--- src/rtl/alu_pkg.sv ---
// alu_pkg: shared widths and the packed ALU result entry
package alu_pkg;
    localparam int ALU_W  = 8;
    localparam int FLAG_W = 5;
    typedef struct packed {
        logic [ALU_W-1:0] y;
        logic             parity;
        logic             overflow;
        logic             greater;
        logic             is_eq;
        logic             less;
    } alu_result_t;
endpackage

--- src/rtl/alu_result_queue_if.sv ---
// alu_result_queue_if: upstream/downstream handshake and status bundle of the result queue
interface alu_result_queue_if #(
    parameter int DEPTH = 4,
    parameter int CNT_W = 8
);
    logic                       in_valid;
    logic                       in_ready;
    logic [alu_pkg::ALU_W-1:0]  in_y;
    logic                       in_parity;
    logic                       in_overflow;
    logic                       in_greater;
    logic                       in_is_eq;
    logic                       in_less;
    logic                       out_valid;
    logic                       out_ready;
    logic [alu_pkg::ALU_W-1:0]  out_y;
    logic                       out_parity;
    logic                       out_overflow;
    logic                       out_greater;
    logic                       out_is_eq;
    logic                       out_less;
    logic [$clog2(DEPTH):0]     level;
    logic [CNT_W-1:0]           drop_cnt;
    logic [CNT_W-1:0]           eq_cnt;
    logic                       ovf_sticky;
    modport master (
        output in_valid, in_y, in_parity, in_overflow, in_greater, in_is_eq, in_less, out_ready,
        input  in_ready, out_valid, out_y, out_parity, out_overflow, out_greater, out_is_eq, out_less,
        input  level, drop_cnt, eq_cnt, ovf_sticky
    );
    modport slave (
        input  in_valid, in_y, in_parity, in_overflow, in_greater, in_is_eq, in_less, out_ready,
        output in_ready, out_valid, out_y, out_parity, out_overflow, out_greater, out_is_eq, out_less,
        output level, drop_cnt, eq_cnt, ovf_sticky
    );
endinterface

--- src/rtl/alu_result_queue_fifo.sv ---
// alu_res_fifo: result storage with wrap-bit read/write pointers
module alu_res_fifo
    import alu_pkg::*;
#(
    parameter int DEPTH = 4
) (
    input  logic                   clk,
    input  logic                   rst,
    input  logic                   push,
    input  logic                   pop,
    input  logic                   flush,
    input  alu_result_t            din,
    output alu_result_t            dout,
    output logic                   full,
    output logic                   empty,
    output logic [$clog2(DEPTH):0] level
);
    localparam int AW = $clog2(DEPTH);
    alu_result_t r_mem [DEPTH];
    logic [AW:0] r_wptr;
    logic [AW:0] r_rptr;
    // pointers advance on push/pop; flush and reset return both to zero
    always_ff @(posedge clk or posedge rst) begin
        if (rst) begin
            r_wptr <= '0;
            r_rptr <= '0;
        end else if (flush) begin
            r_wptr <= '0;
            r_rptr <= '0;
        end else begin
            if (push) r_wptr <= r_wptr + 1'b1;
            if (pop)  r_rptr <= r_rptr + 1'b1;
        end
    end
    // storage needs no reset since pointers alone define valid contents
    always_ff @(posedge clk) begin
        if (push) r_mem[r_wptr[AW-1:0]] <= din;
    end
    assign dout  = r_mem[r_rptr[AW-1:0]];
    assign empty = (r_wptr == r_rptr);
    assign full  = (r_wptr[AW] != r_rptr[AW]) && (r_wptr[AW-1:0] == r_rptr[AW-1:0]);
    assign level = r_wptr - r_rptr;
endmodule

--- src/rtl/alu_result_queue.sv ---
// alu_result_queue: FIFO of ALU results with drop/equality counters and sticky overflow
module alu_result_queue
    import alu_pkg::*;
#(
    parameter int DEPTH = 4,
    parameter int CNT_W = 8
) (
    input  logic                clk,
    input  logic                rst,
    input  logic                clr,
    alu_result_queue_if.slave   bus
);
    alu_result_t w_din;
    alu_result_t w_dout;
    logic        w_full;
    logic        w_empty;
    logic        w_push;
    logic        w_pop;
    logic        w_drop;
    logic [CNT_W-1:0] r_drop_cnt;
    logic [CNT_W-1:0] r_eq_cnt;
    logic             r_ovf_sticky;
    assign w_din  = {bus.in_y, bus.in_parity, bus.in_overflow, bus.in_greater, bus.in_is_eq, bus.in_less};
    assign bus.in_ready = !w_full && !clr;
    assign w_push = bus.in_valid && bus.in_ready;
    assign w_pop  = !w_empty && bus.out_ready && !clr;
    assign w_drop = bus.in_valid && !bus.in_ready;
    alu_res_fifo #(.DEPTH(DEPTH)) u_fifo (
        .clk   (clk),
        .rst   (rst),
        .push  (w_push),
        .pop   (w_pop),
        .flush (clr),
        .din   (w_din),
        .dout  (w_dout),
        .full  (w_full),
        .empty (w_empty),
        .level (bus.level)
    );
    assign bus.out_valid    = !w_empty;
    assign bus.out_y        = w_dout.y;
    assign bus.out_parity   = w_dout.parity;
    assign bus.out_overflow = w_dout.overflow;
    assign bus.out_greater  = w_dout.greater;
    assign bus.out_is_eq    = w_dout.is_eq;
    assign bus.out_less     = w_dout.less;
    assign bus.drop_cnt     = r_drop_cnt;
    assign bus.eq_cnt       = r_eq_cnt;
    assign bus.ovf_sticky   = r_ovf_sticky;
    // statistics: saturating drop count, wrapping equality count, sticky overflow
    always_ff @(posedge clk or posedge rst) begin
        if (rst) begin
            r_drop_cnt   <= '0;
            r_eq_cnt     <= '0;
            r_ovf_sticky <= 1'b0;
        end else if (clr) begin
            r_drop_cnt   <= CNT_W'(w_drop);
            r_eq_cnt     <= '0;
            r_ovf_sticky <= 1'b0;
        end else begin
            if (w_drop && r_drop_cnt != '1) r_drop_cnt <= r_drop_cnt + 1'b1;
            if (w_push && bus.in_is_eq)     r_eq_cnt   <= r_eq_cnt + 1'b1;
            if (w_push && bus.in_overflow)  r_ovf_sticky <= 1'b1;
        end
    end
endmodule
--- src/flat_wrapper.sv ---
// flat-port wrapper written by rule: the top's interface ports become plain ports
module alu_result_queue_flat import alu_pkg::*;
#(
    parameter int DEPTH = 4,
    parameter int CNT_W = 8
)
  (clk, rst, clr, bus_in_valid, bus_in_y, bus_in_parity, bus_in_overflow, bus_in_greater, bus_in_is_eq, bus_in_less, bus_out_ready, bus_in_ready, bus_out_valid, bus_out_y, bus_out_parity, bus_out_overflow, bus_out_greater, bus_out_is_eq, bus_out_less, bus_level, bus_drop_cnt, bus_eq_cnt, bus_ovf_sticky);
  alu_result_queue_if #(.DEPTH(DEPTH), .CNT_W(CNT_W)) bus_i ();
  input  logic clk;
  input  logic rst;
  input  logic clr;
  input wire logic [$bits(bus_i.in_valid)-1:0] bus_in_valid;
  input wire logic [$bits(bus_i.in_y)-1:0] bus_in_y;
  input wire logic [$bits(bus_i.in_parity)-1:0] bus_in_parity;
  input wire logic [$bits(bus_i.in_overflow)-1:0] bus_in_overflow;
  input wire logic [$bits(bus_i.in_greater)-1:0] bus_in_greater;
  input wire logic [$bits(bus_i.in_is_eq)-1:0] bus_in_is_eq;
  input wire logic [$bits(bus_i.in_less)-1:0] bus_in_less;
  input wire logic [$bits(bus_i.out_ready)-1:0] bus_out_ready;
  output wire logic [$bits(bus_i.in_ready)-1:0] bus_in_ready;
  output wire logic [$bits(bus_i.out_valid)-1:0] bus_out_valid;
  output wire logic [$bits(bus_i.out_y)-1:0] bus_out_y;
  output wire logic [$bits(bus_i.out_parity)-1:0] bus_out_parity;
  output wire logic [$bits(bus_i.out_overflow)-1:0] bus_out_overflow;
  output wire logic [$bits(bus_i.out_greater)-1:0] bus_out_greater;
  output wire logic [$bits(bus_i.out_is_eq)-1:0] bus_out_is_eq;
  output wire logic [$bits(bus_i.out_less)-1:0] bus_out_less;
  output wire logic [$bits(bus_i.level)-1:0] bus_level;
  output wire logic [$bits(bus_i.drop_cnt)-1:0] bus_drop_cnt;
  output wire logic [$bits(bus_i.eq_cnt)-1:0] bus_eq_cnt;
  output wire logic [$bits(bus_i.ovf_sticky)-1:0] bus_ovf_sticky;
  assign bus_i.in_valid = bus_in_valid;
  assign bus_i.in_y = bus_in_y;
  assign bus_i.in_parity = bus_in_parity;
  assign bus_i.in_overflow = bus_in_overflow;
  assign bus_i.in_greater = bus_in_greater;
  assign bus_i.in_is_eq = bus_in_is_eq;
  assign bus_i.in_less = bus_in_less;
  assign bus_i.out_ready = bus_out_ready;
  assign bus_in_ready = bus_i.in_ready;
  assign bus_out_valid = bus_i.out_valid;
  assign bus_out_y = bus_i.out_y;
  assign bus_out_parity = bus_i.out_parity;
  assign bus_out_overflow = bus_i.out_overflow;
  assign bus_out_greater = bus_i.out_greater;
  assign bus_out_is_eq = bus_i.out_is_eq;
  assign bus_out_less = bus_i.out_less;
  assign bus_level = bus_i.level;
  assign bus_drop_cnt = bus_i.drop_cnt;
  assign bus_eq_cnt = bus_i.eq_cnt;
  assign bus_ovf_sticky = bus_i.ovf_sticky;
  alu_result_queue #(.DEPTH(DEPTH), .CNT_W(CNT_W)) u_core (.clk(clk), .rst(rst), .clr(clr), .bus(bus_i));
endmodule
--- config.mk ---
export PLATFORM = sky130hd
export DESIGN_NAME = alu_result_queue_flat
export DESIGN_NICKNAME = d
export VERILOG_FILES = /design/src/rtl/alu_pkg.sv /design/src/rtl/alu_result_queue_if.sv /design/src/rtl/alu_result_queue_fifo.sv /design/src/rtl/alu_result_queue.sv /design/src/flat_wrapper.sv
export SDC_FILE = /design/constraint.sdc
export NUM_CORES = 1
export LEC_CHECK = 0
export ABC_AREA = 1
export CAP_MARGIN = 20
export CORE_UTILIZATION = 56
export CTS_BUF_LIST = sky130_fd_sc_hd__clkbuf_4 sky130_fd_sc_hd__clkbuf_8
export CTS_CLUSTER_DIAMETER = 40
export DETAILED_ROUTE_END_ITERATION = 16
export GPL_ROUTABILITY_DRIVEN = 0
export GPL_TIMING_DRIVEN = 0
export PLACE_DENSITY_LB_ADDON = 0.05
export SLEW_MARGIN = 20
export SYNTH_ARGS = -nofsm -noshare
export SYNTH_HDL_FRONTEND = slang
export SYNTH_SLANG_ARGS = --single-unit
--- constraint.sdc ---
create_clock -name clk -period 5.5 [get_ports clk]
set_clock_uncertainty 0.05 [all_clocks]
set_input_delay 1.1 -clock clk [delete_from_list [all_inputs] [get_ports clk]]
set_output_delay 1.1 -clock clk [all_outputs]
set_load 0.05 [all_outputs]
==> flow_summary.toml <==
[drt]
wl_microns = 7650
drtIter0Drc = 129
drt-pass1-iter-count = 4
drcViolationCount = 0
vias_per_cell = 5.53
wire_per_inst_microns = 16.1
vias = 2632
antenna_left = 0

[logic_synthesis]
syn-num-nets = 361
synth_top_area_share_pct = 45.2
synth_seq_area_share_pct = 61.8
yosysWarnings = 0
ys_types = 30
ys_ff_latch = 75
yosysTopAreaCell = "edfxtp_1"
synth_area_leaders = "edfxtp_1, dfrtp_1, nand2_1, nor2_1, nand3_1"
synth_area_sq_um = 3460
syn_inst = 333
syn_area_per_cell_sq_um = 10.4

[clock_tree]
cts_tree = "yes"
ctsResizeCount = 0
clock_latency_ns = 0.33
cts_buffer_depth = 2
clk_pin_slew_ns = 0.07
post_cts_buffers = 0
clockRootBuffer = "clkbuf_8"
hold_buffers = 0
cts_sinks = 75
cts_max_level = 3
cts_made_buffers = 9

[sta]
whs_ns = 0.454
fin_crit_ns = 4.23
finalHoldViolCount = 0
clock.fmax_mhz = 236
post-route-period-util_pct = 77.0
drv_slew = 0
rsz0062_at_grt = "false"
worstMarginPinSlew_ns = 0.912
slew-limit-headroom_pct = 39.2
setup_viol_count_final = 0
tns_ns = 0

[setup_path]
crit_buf_inv = 5
worstPathArrival_ns = 3.08
startpoint = "u_core.u_fifo.r_rptr[1]"
required_ns = 4.35
crit_path_frequent_cell = "inv_1"
worstSetupPathType = "flip-flop to primary output"
path_depth = 9
start_kind = "flip-flop"
r2r_start = "u_core.u_fifo.r_rptr[1]"
r2r_cells = 8
slowest_stage = "clkdlybuf4s50_1"
path_delay_family = "buffers and inverters"
crit_chain = "inv_1 > clkbuf_1 > ha_1 > nand2_1 > inv_1 > nand3_4 > nand2_1 > inv_1 > clkdlybuf4s50_1"
critical_path_peak_fanout = 10
max_stage_delay_ns = 0.79
end_kind = "primary output"

[power]
ir_drop_mv = 0.291
p_comb_share_pct = 39.5
seq_power_share_pct = 35.5
switchingPower_mw = 0.727
powerDensity_nw_per_um2 = 434
power.leakage_nw = 1.74
swShare_pct = 39.0
power.internal_mw = 1.14
power_mw = 1.86
clock_power_share_pct = 24.9

[floorplanning]
die-area_sq_um = 6490
core_sq_um = 5920
start_util_pct = 58.4
die_h_microns = 80.6
ioPinCount = 53
die_w_microns = 80.6
rows = 28

[global_route]
grt_max_degree = 24
grt_pass1_wl_microns = 12000
grt.total_usage_pct = 25.7
grt_pass1_vias = 2522
grt_antenna_before_repair = 0
overflow = 0

[placed_design]
hpwlAfterDp_microns = 5130
post-place-cells = 460
io_buffer_count = 52

[layout]
n_fill_cell = 443
layout_commonest_cell = "nand2_1"
instances_no_fill = 476
final_core_util_pct = 72.6
nets = 424
diodes = 0
layout_common_cells = "nand2_1, clkdlybuf4s50_1, edfxtp_1"
synthToLayoutAreaGrowth_pct = 24.4
layout-drive-gt1-share_pct = 9.23

[job]
cap_violations = 0

[worst_hold_path]
holdPathStages = 2
min_from = "u_core.bus.ovf_sticky"
hp-class = "flip-flop to flip-flop"

[outcome]
status = "completed"
## layout make-up
| class | count | area (sq um) | share of cell area, % |
|---|---|---|---|
| plain buffers | 11 | 47.5 | 1.11 |
| clock buffers | 13 | 154 | 3.58 |
| clock inverters | 3 | 65.1 | 1.51 |
| inverters | 26 | 97.6 | 2.27 |
| multi-input cells | 221 | 1180 | 27.6 |
| flip-flops and latches | 75 | 2140 | 49.7 |
| well taps | 75 | 93.8 | 2.18 |
| repair buffers | 52 | 520 | 12.1 |
## final timing paths
kind                                        endpoint  slack, ns
max                                     bus_in_ready       1.27
max in group asynchronous    u_core.u_fifo.r_wptr[1]       3.61
max reg2reg                u_core.u_fifo.r_mem[1][6]       2.38
min reg2reg                    u_core.bus.ovf_sticky       0.45
min in group asynchronous       u_core.bus.eq_cnt[3]       1.22
min                            u_core.bus.ovf_sticky       0.45
## synth_stat cells (all sizes together)
master / n
o21ai: 32
buf: 6
nand3: 35
fa: 1
o21bai: 2
o22ai: 13
ha: 9
clkinv: 1
clkbuf: 5
a21o: 1
nand3b: 1
nand2: 65
edfxtp: 52
xor2: 7
nor2: 50
dfrtp: 23
inv: 25
nor3b: 1
nand4: 3
xnor2: 1
## metrics by stage
stage,instance area [sq um],setup WS (ns)
after floorplan,3460,2.56
after global placement,4070,1.44
after detailed placement,4080,1.42
after CTS,4300,1.29
after global routing,4300,1.15
final,4300,1.27
## tightest hold or removal path, cell delays in order (launching register included)
cell     delay (ns)
dfrtp_1        0.36
nand2_1        0.06
nand2_1        0.06
## flip-flops by register name, summed over array words and instances, names as in the netlist
name / flops
u_core.bus.drop_cnt: 8
u_core.u_fifo.r_wptr: 3
u_core.bus.eq_cnt: 8
u_core.u_fifo.r_rptr: 3
u_core.bus.ovf_sticky: 1
u_core.u_fifo.r_mem: 52
## kinds of logic after synthesis
kind of cell | after synthesis | share of synthesized area [%]
simple gates | 155 | 20.5
fa+ha+maj | 10 | 3.84
buf+inv | 37 | 4.20
xor+xnor | 8 | 2.03
flops | 75 | 61.8
compound gates | 48 | 7.64
## layer usage
layer  GRT usage (%)  wire (microns)  up-vias
li1                -               -     1261
met1            30.4            3210     1278
met2            44.5            3940       78
met3            4.89             329       15
met4            12.5             175        0
met5               0               0        -
## power groups by stage
stage               Combinational [mW]  Sequential [mW]  Clock (mW)
finish                           0.737            0.663       0.465
CTS                              0.742            0.663       0.469
global placement                 0.722            0.674           0
global route                     0.781            0.665       0.492
floorplan                        0.479            0.682           0
detailed placement               0.733            0.675           0
(Power assumes the default switching activity.)
